<file path="config.mk">
export PLATFORM = sky130hd
export DESIGN_NAME = gray_to_distance
export DESIGN_NICKNAME = d
export VERILOG_FILES = /design/src/rtl/gray_to_distance.sv
export SDC_FILE = /design/constraint.sdc
export NUM_CORES = 1
export LEC_CHECK = 0
export CAP_MARGIN = 40
export CORE_AREA = 2 2 69 71
export DETAILED_ROUTE_END_ITERATION = 12
export DIE_AREA = 0 0 71 73
export PLACE_DENSITY_LB_ADDON = 0.25
export SETUP_SLACK_MARGIN = 0.4
export SLEW_MARGIN = 20
export SYNTH_ARGS = -nofsm -noshare
export SYNTH_HDL_FRONTEND = slang
export SYNTH_SLANG_ARGS = --single-unit
</file>
<file path="constraint.sdc">
create_clock -name clk -period 2.8 [get_ports clk]
set_clock_uncertainty 0.15 [all_clocks]
set_input_delay 0.56 -clock clk [delete_from_list [all_inputs] [get_ports clk]]
set_output_delay 0.56 -clock clk [all_outputs]
set_load 0.005 [all_outputs]
</file>
<file path="src/rtl/gray_to_distance.sv">
// Gray zone receiver: stability filter, single-step check, and
// zone/distance reconstruction with lock timeout and fault latch.
module gray_to_distance #(
  parameter int STABLE_CYCLES = 3,
  parameter int TIMEOUT       = 1000
) (
  input  logic       clk,
  input  logic       rst,
  input  logic [2:0] gray_in,
  input  logic       gray_valid,
  input  logic       err_clr,
  output logic [2:0] zone,
  output logic [4:0] distance,
  output logic       dist_valid,
  output logic [1:0] direction,
  output logic       update,
  output logic       step_error
);

  localparam int IW = (TIMEOUT > 1) ? $clog2(TIMEOUT + 1) : 1;
  localparam logic [3:0] STAB = 4'(STABLE_CYCLES);

  typedef enum logic [1:0] {
    ACQ  = 2'd0,
    LOCK = 2'd1,
    ERR  = 2'd2
  } state_t;

  state_t      r_state, w_state_n;
  logic [2:0]  r_cand, w_cand_n;
  logic [3:0]  r_cnt, w_cnt_n;
  logic [IW-1:0] r_idle, w_idle_n;
  logic [2:0]  r_zone, w_zone_n;
  logic [4:0]  r_dist, w_dist_n;
  logic        r_dv, w_dv_n;
  logic [1:0]  r_dir, w_dir_n;
  logic        r_upd, w_upd_n;
  logic        r_serr, w_serr_n;

  logic [2:0]  w_bin;
  logic [2:0]  w_code;
  logic [2:0]  w_diff;
  logic        w_one;
  logic        w_filt;
  logic [3:0]  w_cnt_f;
  logic        w_commit;
  logic        w_tout;

  assign w_bin[2] = gray_in[2];
  assign w_bin[1] = gray_in[2] ^ gray_in[1];
  assign w_bin[0] = gray_in[2] ^ gray_in[1] ^ gray_in[0];

  assign w_code = r_zone ^ {1'b0, r_zone[2:1]};
  assign w_diff = gray_in ^ w_code;
  assign w_one  = (w_diff != 3'd0) &&
                  ((w_diff & (w_diff - 3'd1)) == 3'd0);

  assign w_filt  = gray_valid && (r_state != ERR);
  assign w_cnt_f = (gray_in != r_cand) ? 4'd1 :
                   (r_cnt >= STAB) ? STAB : r_cnt + 4'd1;
  assign w_commit = w_filt && (w_cnt_f == STAB);

  // Idle count reaches TIMEOUT on this edge
  assign w_tout = (TIMEOUT != 0) && !gray_valid &&
                  (r_idle == IW'(TIMEOUT - 1));

  always_comb begin
    w_state_n = r_state;
    w_cand_n  = r_cand;
    w_cnt_n   = r_cnt;
    w_idle_n  = r_idle;
    w_zone_n  = r_zone;
    w_dist_n  = r_dist;
    w_dv_n    = r_dv;
    w_dir_n   = r_dir;
    w_upd_n   = 1'b0;
    w_serr_n  = r_serr;
    if (w_filt) begin
      w_cand_n = gray_in;
      w_cnt_n  = w_cnt_f;
    end
    unique case (r_state)
      ACQ: begin
        w_idle_n = '0;
        if (w_commit) begin
          w_zone_n  = w_bin;
          w_dist_n  = {w_bin, 2'b10};
          w_dv_n    = 1'b1;
          w_dir_n   = 2'b00;
          w_state_n = LOCK;
        end
      end
      LOCK: begin
        if (gray_valid) begin
          w_idle_n = '0;
          if (w_commit && w_one) begin
            w_zone_n = w_bin;
            w_dist_n = {w_bin, 2'b10};
            w_upd_n  = 1'b1;
            w_dir_n  = (w_bin > r_zone) ? 2'b10 : 2'b01;
          end else if (w_commit && (w_diff != 3'd0)) begin
            w_state_n = ERR;
            w_serr_n  = 1'b1;
            w_dv_n    = 1'b0;
          end
        end else if (w_tout) begin
          w_state_n = ACQ;
          w_dv_n    = 1'b0;
          w_dir_n   = 2'b00;
          w_cand_n  = '0;
          w_cnt_n   = '0;
          w_idle_n  = '0;
        end else if (r_idle != '1) begin
          w_idle_n = r_idle + 1'b1;
        end
      end
      ERR: begin
        if (err_clr) begin
          w_state_n = ACQ;
          w_serr_n  = 1'b0;
          w_cand_n  = '0;
          w_cnt_n   = '0;
          w_idle_n  = '0;
        end
      end
      default: w_state_n = ACQ;
    endcase
  end

  always_ff @(posedge clk) begin
    if (rst) begin
      r_state <= ACQ;
      r_cand  <= '0;
      r_cnt   <= '0;
      r_idle  <= '0;
      r_zone  <= '0;
      r_dist  <= '0;
      r_dv    <= 1'b0;
      r_dir   <= 2'b00;
      r_upd   <= 1'b0;
      r_serr  <= 1'b0;
    end else begin
      r_state <= w_state_n;
      r_cand  <= w_cand_n;
      r_cnt   <= w_cnt_n;
      r_idle  <= w_idle_n;
      r_zone  <= w_zone_n;
      r_dist  <= w_dist_n;
      r_dv    <= w_dv_n;
      r_dir   <= w_dir_n;
      r_upd   <= w_upd_n;
      r_serr  <= w_serr_n;
    end
  end

  assign zone       = r_zone;
  assign distance   = r_dist;
  assign dist_valid = r_dv;
  assign direction  = r_dir;
  assign update     = r_upd;
  assign step_error = r_serr;

endmodule
</file>
==> results of run 1 <==
[area by class of cell]
| type | count | area, µm² |
|---|---|---|
| Fill cell | 451 | 2490 |
| Timing Repair Buffer | 28 | 253 |
| Sequential cell | 28 | 561 |
| Inverter | 10 | 37.5 |
| Multi-Input combinational cell | 145 | 1090 |
| Tap cell | 54 | 67.6 |
| Clock buffer | 3 | 41.3 |
[flip-flops by register name, summed over array words and instances, names as in the netlist]
signal,count
r_idle,10
zone,3
direction,2
dist_valid,1
step_error,1
distance,1
r_cnt,4
r_cand,3
update,1
r_state,2
[Yosys cell counts (2+ instances only)]
library cell and count:
o21ai_0 4, o211ai_1 2, nor4_2 2, nand3_1 3, nand2b_1 7, nand2_1 15
dfxtp_1 28, buf_4 5, inv_1 9, mux2i_1 6, ha_1 9, o21a_1 3
or3_1 4, xor2_1 4, nor2_1 20, nor3_1 8, clkbuf_1 4, nor2b_1 5
xnor2_1 12, a21oi_1 9
[power groups by stage]
| stage | Clock [mW] | Combinational (mW) | Sequential (mW) |
|---|---|---|---|
| 2_1_floorplan | 0 | 0.208 | 0.447 |
| 3_3_place_gp | 0 | 0.282 | 0.449 |
| 3_5_place_dp | 0 | 0.283 | 0.450 |
| 4_1_cts | 0.229 | 0.286 | 0.441 |
| 5_1_grt | 0.241 | 0.324 | 0.445 |
| 6_report | 0.215 | 0.289 | 0.441 |
[stage by stage]
step / setup TNS (ns) / setup WS [ns]
3_3_place_gp: 0 / 0.0258
2_1_floorplan: 0 / 0.497
6_report: 0 / 0.515
3_5_place_dp: -0.0165 / -0.0165
5_1_grt: 0 / 0.396
4_1_cts: 0 / 0.472
[per-layer routing]
metal | track usage | vias up
met5 | 0 | -
met4 | 0.0566 | 0
met3 | 0.0249 | 7
met2 | 0.212 | 17
met1 | 0.178 | 606
li1 | - | 710
[logic make-up after synthesis]
logic type,synth area share
buffers and inverters,0.0555
XOR/XNOR,0.0819
AND/OR/NAND/NOR,0.268
AO/OA/AOI/OAI,0.143
other,0.00219
flip-flops,0.327
multiplexers,0.0570
adder cells (fa/ha/maj),0.0658
[cell usage in the layout, fill, tap and decap left out, types with 7 or more instances in the layout]
cell	netlist	routed
dfxtp_1	28	28
nor2_1	20	19
clkdlybuf4s50_1	0	16
nand2_1	15	15
xnor2_1	12	12
buf_4	5	10
inv_1	9	9
a21oi_1	9	9
nor3_1	8	8
nand2b_1	7	7
ha_1	9	7
[critical path, delay by kind of cell]
kind | cells | cell delay [ns]
XOR/XNOR | 2 | 0.35
adder cells (fa/ha/maj) | 1 | 0.20
AO/OA/AOI/OAI | 2 | 0.29
buffers and inverters | 2 | 0.44
AND/OR/NAND/NOR | 2 | 0.17
multiplexers | 1 | 0.29
[worst min-delay path by stage]
stage / cells past startpoint / start / end
4_1_cts: 2 / r_cnt[2]$_SDFF_PP0_ / r_cnt[2]$_SDFF_PP0_
3_3_place_gp: 2 / r_cnt[2]$_SDFF_PP0_ / r_cnt[2]$_SDFF_PP0_
3_5_place_dp: 2 / r_cnt[2]$_SDFF_PP0_ / r_cnt[2]$_SDFF_PP0_
2_1_floorplan: 2 / r_cnt[3]$_SDFF_PP0_ / r_cnt[3]$_SDFF_PP0_
6_report: 2 / r_cnt[3]$_SDFF_PP0_ / r_cnt[3]$_SDFF_PP0_
5_1_grt: 2 / r_cnt[2]$_SDFF_PP0_ / r_cnt[2]$_SDFF_PP0_
[what timing repair did]
item,4_1_cts,5_1_grt
setup endpoints to repair,5,7
gates resized for setup,4,4
pin swaps,4,0
buffers inserted,0,0
gates cloned,0,0
==> impl_metrics.ini, run 1 <==
[finish]
fin_cells = 268
stdcell_area_mm2 = 0.00205
flow.area_growth_from_synthesis_pct = 19.7
design.final.nets = 232
layout-drive-gt1-share = 0.159
antenna-diode-count = 0
final_core_util = 0.452

[worst_setup_path]
critPathArrivalTime_ns = 2.30
reg2reg_slack_ns = 0.56
crit_path_end = direction[0]$_SDFFE_PP0P_
worst-setup-path-type = primary input to flip-flop
worstPathCellList = dlygate4sd2_1, buf_4, xor2_2, xnor2_1, ha_1, nor2b_1, o21ai_0, a32oi_1, nor3_1, mux2_1
crit_fanout = 3
critical_path.max_stage_delay_ns = 0.29
slowest_stage_cell_on_the_critical_path = mux2_1
worst-endpoint-required_ns = 2.81
worst_r2r_startpoint = zone[2]$_SDFFE_PP0P_
reg2reg_to = direction[0]$_SDFFE_PP0P_
startpoint_of_the_worst_setup_timing_path = gray_in[2]
timing.critical_path.to_type = flip-flop
startpoint_type = primary input
r2r_cells = 6

[routing]
highest-signal-layer = met4
routed_via_density = 5.00
post_drt_wl_per_cell_um = 12.1
drt_drc_violations_left = 0
num_vias = 1340
met2WireLength_um = 1380
wl_um = 3250
route.antenna.remaining_nets = 0
route.met3.wl_um = 84
drt_pre_antenna_iters = 4
wl_met1_um = 1720
detailedRoute.firstIterationViolations = 37

[synthesis]
synth_async_sr_flop_share = 0
number_of_synthesized_flops_with_an_enable_pin = 0
yosys.area.top_type_share = 0.327
synthesis.instances = 193
postSynthRegisterBits = 28
leading_cell_types_by_total_area_after_synthesis = dfxtp_1 33%, ha_1 6.6%, xnor2_1 6.1%
synth_area_mm2 = 0.00171
netlist.top_cell.by_area = dfxtp_1
synthesized_area_per_cell_um2 = 8.87
ys_types = 54
synth-seq-area-share = 0.327
yosys_warnings = 0
synthFlopType = dfxtp_1
synthesis.nets = 209

[clock_tree]
cts_buf_count = 3
clock_insertion_delay_worst_skew_ns = 0.27
ctsHtreeMaxLevel = 1
ctsHoldBuffers = 0
library_cell_used_as_clock_root_buffer = clkbuf_8
clk_pin_slew_worst_paths_ns = 0.09
tritoncts = built
maximum_number_of_buffers_from_clock_root_to_sink = 2
clock-sinks = 28

[power]
max-vdd-ir-drop_uv = 333
power.sequential.fraction = 0.467
p_int_mw = 0.654
share_comb_of_total_power = 0.306
leakagePower_nw = 0.735
share_clk_of_total_power = 0.228
swShare = 0.308
report.power.total_mw = 0.944
pwr_density_cell_mw_per_mm2 = 461
power_switching_mw = 0.291

[floorplanning]
die_h_um = 73
fp.coreArea_mm2 = 0.00454
floorplan.die.width_um = 71
die_area_mm2 = 0.00518
placementRows = 25
initial_core_util = 0.377
design.portCount = 20

[global_route]
grt_util_all_layers = 0.133
grt_pass1_wl_um = 5550
grt_pass1_vias = 1266
grt_antenna_before_repair = 0
grt_start_max_net_pins = 15
grt-ovfl-total = 0

[sta]
setup_viol = 0
period_minus_slack_ns = 2.28
report.final.hold_viol_count = 0
final_min_period_over_clock_period = 0.816
achievable-frequency_mhz = 438
fin_hold_ws_ns = 0.278
finalMaxSlewViolations = 0
grt_setup_unrepaired = no

[job]
max-cap-violations = 0

[placed_design]
detailedPlacementHpwl_um = 2490
dp_cells = 265
placedInstanceArea_mm2 = 0.00198
io_buffer_count = 18
gp_congestion = 0.803

[hold_path]
timing.hold.worst.class = flip-flop to flip-flop

[outcome]
run_status = complete, no violations
(Power assumes the default switching activity.)
==> run 2: changes to the inputs <==
==> constraint.sdc (replaced) <==
create_clock -name clk -period 2.1 [get_ports clk]
set_clock_uncertainty 0.15 [all_clocks]
set_input_delay 0.42 -clock clk [delete_from_list [all_inputs] [get_ports clk]]
set_output_delay 0.42 -clock clk [all_outputs]
set_load 0.005 [all_outputs]
==> impl_metrics.ini, run 2 (synthesis gave the netlist of run 1 again) <==
[clock_tree]
clk_pin_slew_worst_paths_ns = 0.11
cts_buf_count = 3
clock-sinks = 28
ctsHtreeMaxLevel = 1
maximum_number_of_buffers_from_clock_root_to_sink = 2
ctsHoldBuffers = 0
tritoncts = built
clock_insertion_delay_worst_skew_ns = 0.28
library_cell_used_as_clock_root_buffer = clkbuf_8

[finish]
fin_cells = 304
design.final.nets = 267
sequential_cell_area_um2 = 586
largest_register_ffs = 10
flow.area_growth_from_synthesis_pct = 55.9
max_flop_register = r_idle
antenna-diode-count = 0
final_common_cell = buf_4
multi_input_area_mm2 = 0.00137
layout_common_cells = 37 x buf_4, 18 x nor2_1, 16 x dfxtp_1, 15 x nand2_1, 10 x xnor2_1
filler_cell_count = 371
layout-drive-gt1-share = 0.444
reg.largest.list = r_idle (10), r_cnt (4)

[sta]
grt_setup_unrepaired = yes
report.final.hold_viol_count = 0
final_min_period_over_clock_period = 0.977
period_minus_slack_ns = 2.05
finalMaxSlewViolations = 0
achievable-frequency_mhz = 487
final_critical_path_setup_slack_ns = 0.0479
setup_viol = 0

[worst_setup_path]
cp_top_family = compound AO/OA/AOI/OAI gates
crit_path_end = direction[0]$_SDFFE_PP0P_
worst_r2r_startpoint = zone[2]$_SDFFE_PP0P_
crit_fanout = 3
critical_path.max_stage_delay_ns = 0.38
timing.critical_path.to_type = flip-flop
startpoint_type = flip-flop
r2r_cells = 6
crit_buf_inv = 1
worstPathCellList = inv_2, ha_4, or3_4, a32oi_4, o211a_1, mux2_4
worst-endpoint-required_ns = 2.12
slowest_stage_cell_on_the_critical_path = dfxtp_4
startpoint_of_the_worst_setup_timing_path = zone[2]$_SDFFE_PP0P_
reg2reg_slack_ns = 0.05
worst-setup-path-type = flip-flop to flip-flop
reg2reg_to = direction[0]$_SDFFE_PP0P_
crit_cells = 6
critPathArrivalTime_ns = 2.07

[floorplanning]
die_h_um = 73
placementRows = 25
design.portCount = 20
floorplan.die.width_um = 71
die_area_mm2 = 0.00518
initial_core_util = 0.377
fp.coreArea_mm2 = 0.00454

[power]
pwr_density_cell_mw_per_mm2 = 559
leakagePower_nw = 1.09
max-vdd-ir-drop_uv = 390

[routing]
wl_um = 4110
drt_pre_antenna_iters = 4
post_drt_wl_per_cell_um = 13.5
routed_via_density = 5.01
drt_drc_violations_left = 0
num_vias = 1522
route.antenna.remaining_nets = 0
detailedRoute.firstIterationViolations = 55

[global_route]
grt_antenna_before_repair = 0
grt_pass1_vias = 1391
grt.met2_usage = 0.239
grt_util_all_layers = 0.154
globalRouteMet1Util = 0.221
grt_start_max_net_pins = 16
grt_pass1_wl_um = 6400
grt-ovfl-total = 0
grt_use_met3 = 0.0235
grt_busiest_layer = met2

[job]
max-cap-violations = 0

[hold_path]
timing.hold.worst.class = flip-flop to flip-flop

[placed_design]
placement.setup.worst_slack_ns = -0.544
dp_cells = 283
detailedPlacementHpwl_um = 2770
gp_congestion = 0.752
io_buffer_count = 18

[outcome]
run_status = complete, no violations
-- run 2: cell count changes in the layout (fill, tap and decap cells not counted), moves of 5 or more --
cell	previous run	this run
buf_4	10	37
buf_6	0	6
clkdlybuf4s50_1	16	3
dfxtp_1	28	16
dfxtp_2	0	8
dlymetal6s2s_1	0	5
-- run 2: per-layer routing --
metal | wire, µm | up-vias | share of wire
met5 | 0 | - | 0
met4 | 61 | 0 | 0.015
met3 | 91 | 6 | 0.022
met2 | 1880 | 21 | 0.46
met1 | 2080 | 715 | 0.51
li1 | - | 780 | -
-- run 2: how the worst min path moves through the flow --
stage / startpoint / endpoint / slack [ns] / depth (start not counted)
floorplan: r_cnt[3]$_SDFF_PP0_ / r_cnt[3]$_SDFF_PP0_ / 0.26 / 2
global placement: r_cnt[3]$_SDFF_PP0_ / r_cnt[3]$_SDFF_PP0_ / 0.27 / 2
detailed placement: r_cnt[3]$_SDFF_PP0_ / r_cnt[3]$_SDFF_PP0_ / 0.27 / 2
CTS: r_cnt[3]$_SDFF_PP0_ / r_cnt[3]$_SDFF_PP0_ / 0.29 / 2
global route: r_cnt[3]$_SDFF_PP0_ / r_cnt[3]$_SDFF_PP0_ / 0.32 / 2
finish: r_cnt[3]$_SDFF_PP0_ / r_cnt[3]$_SDFF_PP0_ / 0.29 / 2
-- run 2: timing repair --
action                                  CTS  global route
cloned                                    0             0
pin swaps                                13            15
resized for setup                        53            17
setup buffers                            10             7
endpoints found under the setup margin   38            33
-- run 2: per-stage QoR --
stage / instance area (µm²) / total power [mW] / TNS (ns) / utilization / hold WS (ns)
after CTS: 2550 / 1.47 / 0 / 0.563 / 0.290
after detailed placement: 2270 / 1.07 / -5.93 / 0.501 / 0.271
after global placement: 2270 / 1.06 / -5.41 / 0.501 / 0.267
after global routing: 2670 / 1.57 / -0.000514 / 0.588 / 0.317
after floorplan: 1900 / 0.920 / 0 / - / 0.260
final: 2670 / 1.49 / 0 / 0.588 / 0.289
-- run 2: worst reg2reg max path: cells and delay by family, from the launching register on --
| family | cells | cell delay (ns) |
|---|---|---|
| AOI/OAI and AO/OA | 2 | 0.49 |
| adders and majority gates | 1 | 0.21 |
| buffers and inverters | 1 | 0.04 |
| DFF | 1 | 0.38 |
| muxes | 1 | 0.30 |
| and+or+nand+nor | 1 | 0.37 |
-- run 2: layout make-up --
type | instances | share of cell area
Clock buffer | 4 | 0.0169
Inverter | 10 | 0.0159
Multi-Input combinational cell | 145 | 0.514
Sequential cell | 28 | 0.219
Tap cell | 54 | 0.0253
Timing Repair Buffer | 63 | 0.208
-- run 2: power breakdown --
part	leakage (nW)	switching [mW]	internal, mW
registers	0.233	0.0362	0.569
clock network	0.0228	0.181	0.137
logic	0.834	0.273	0.297
total	1.09	0.490	1.00
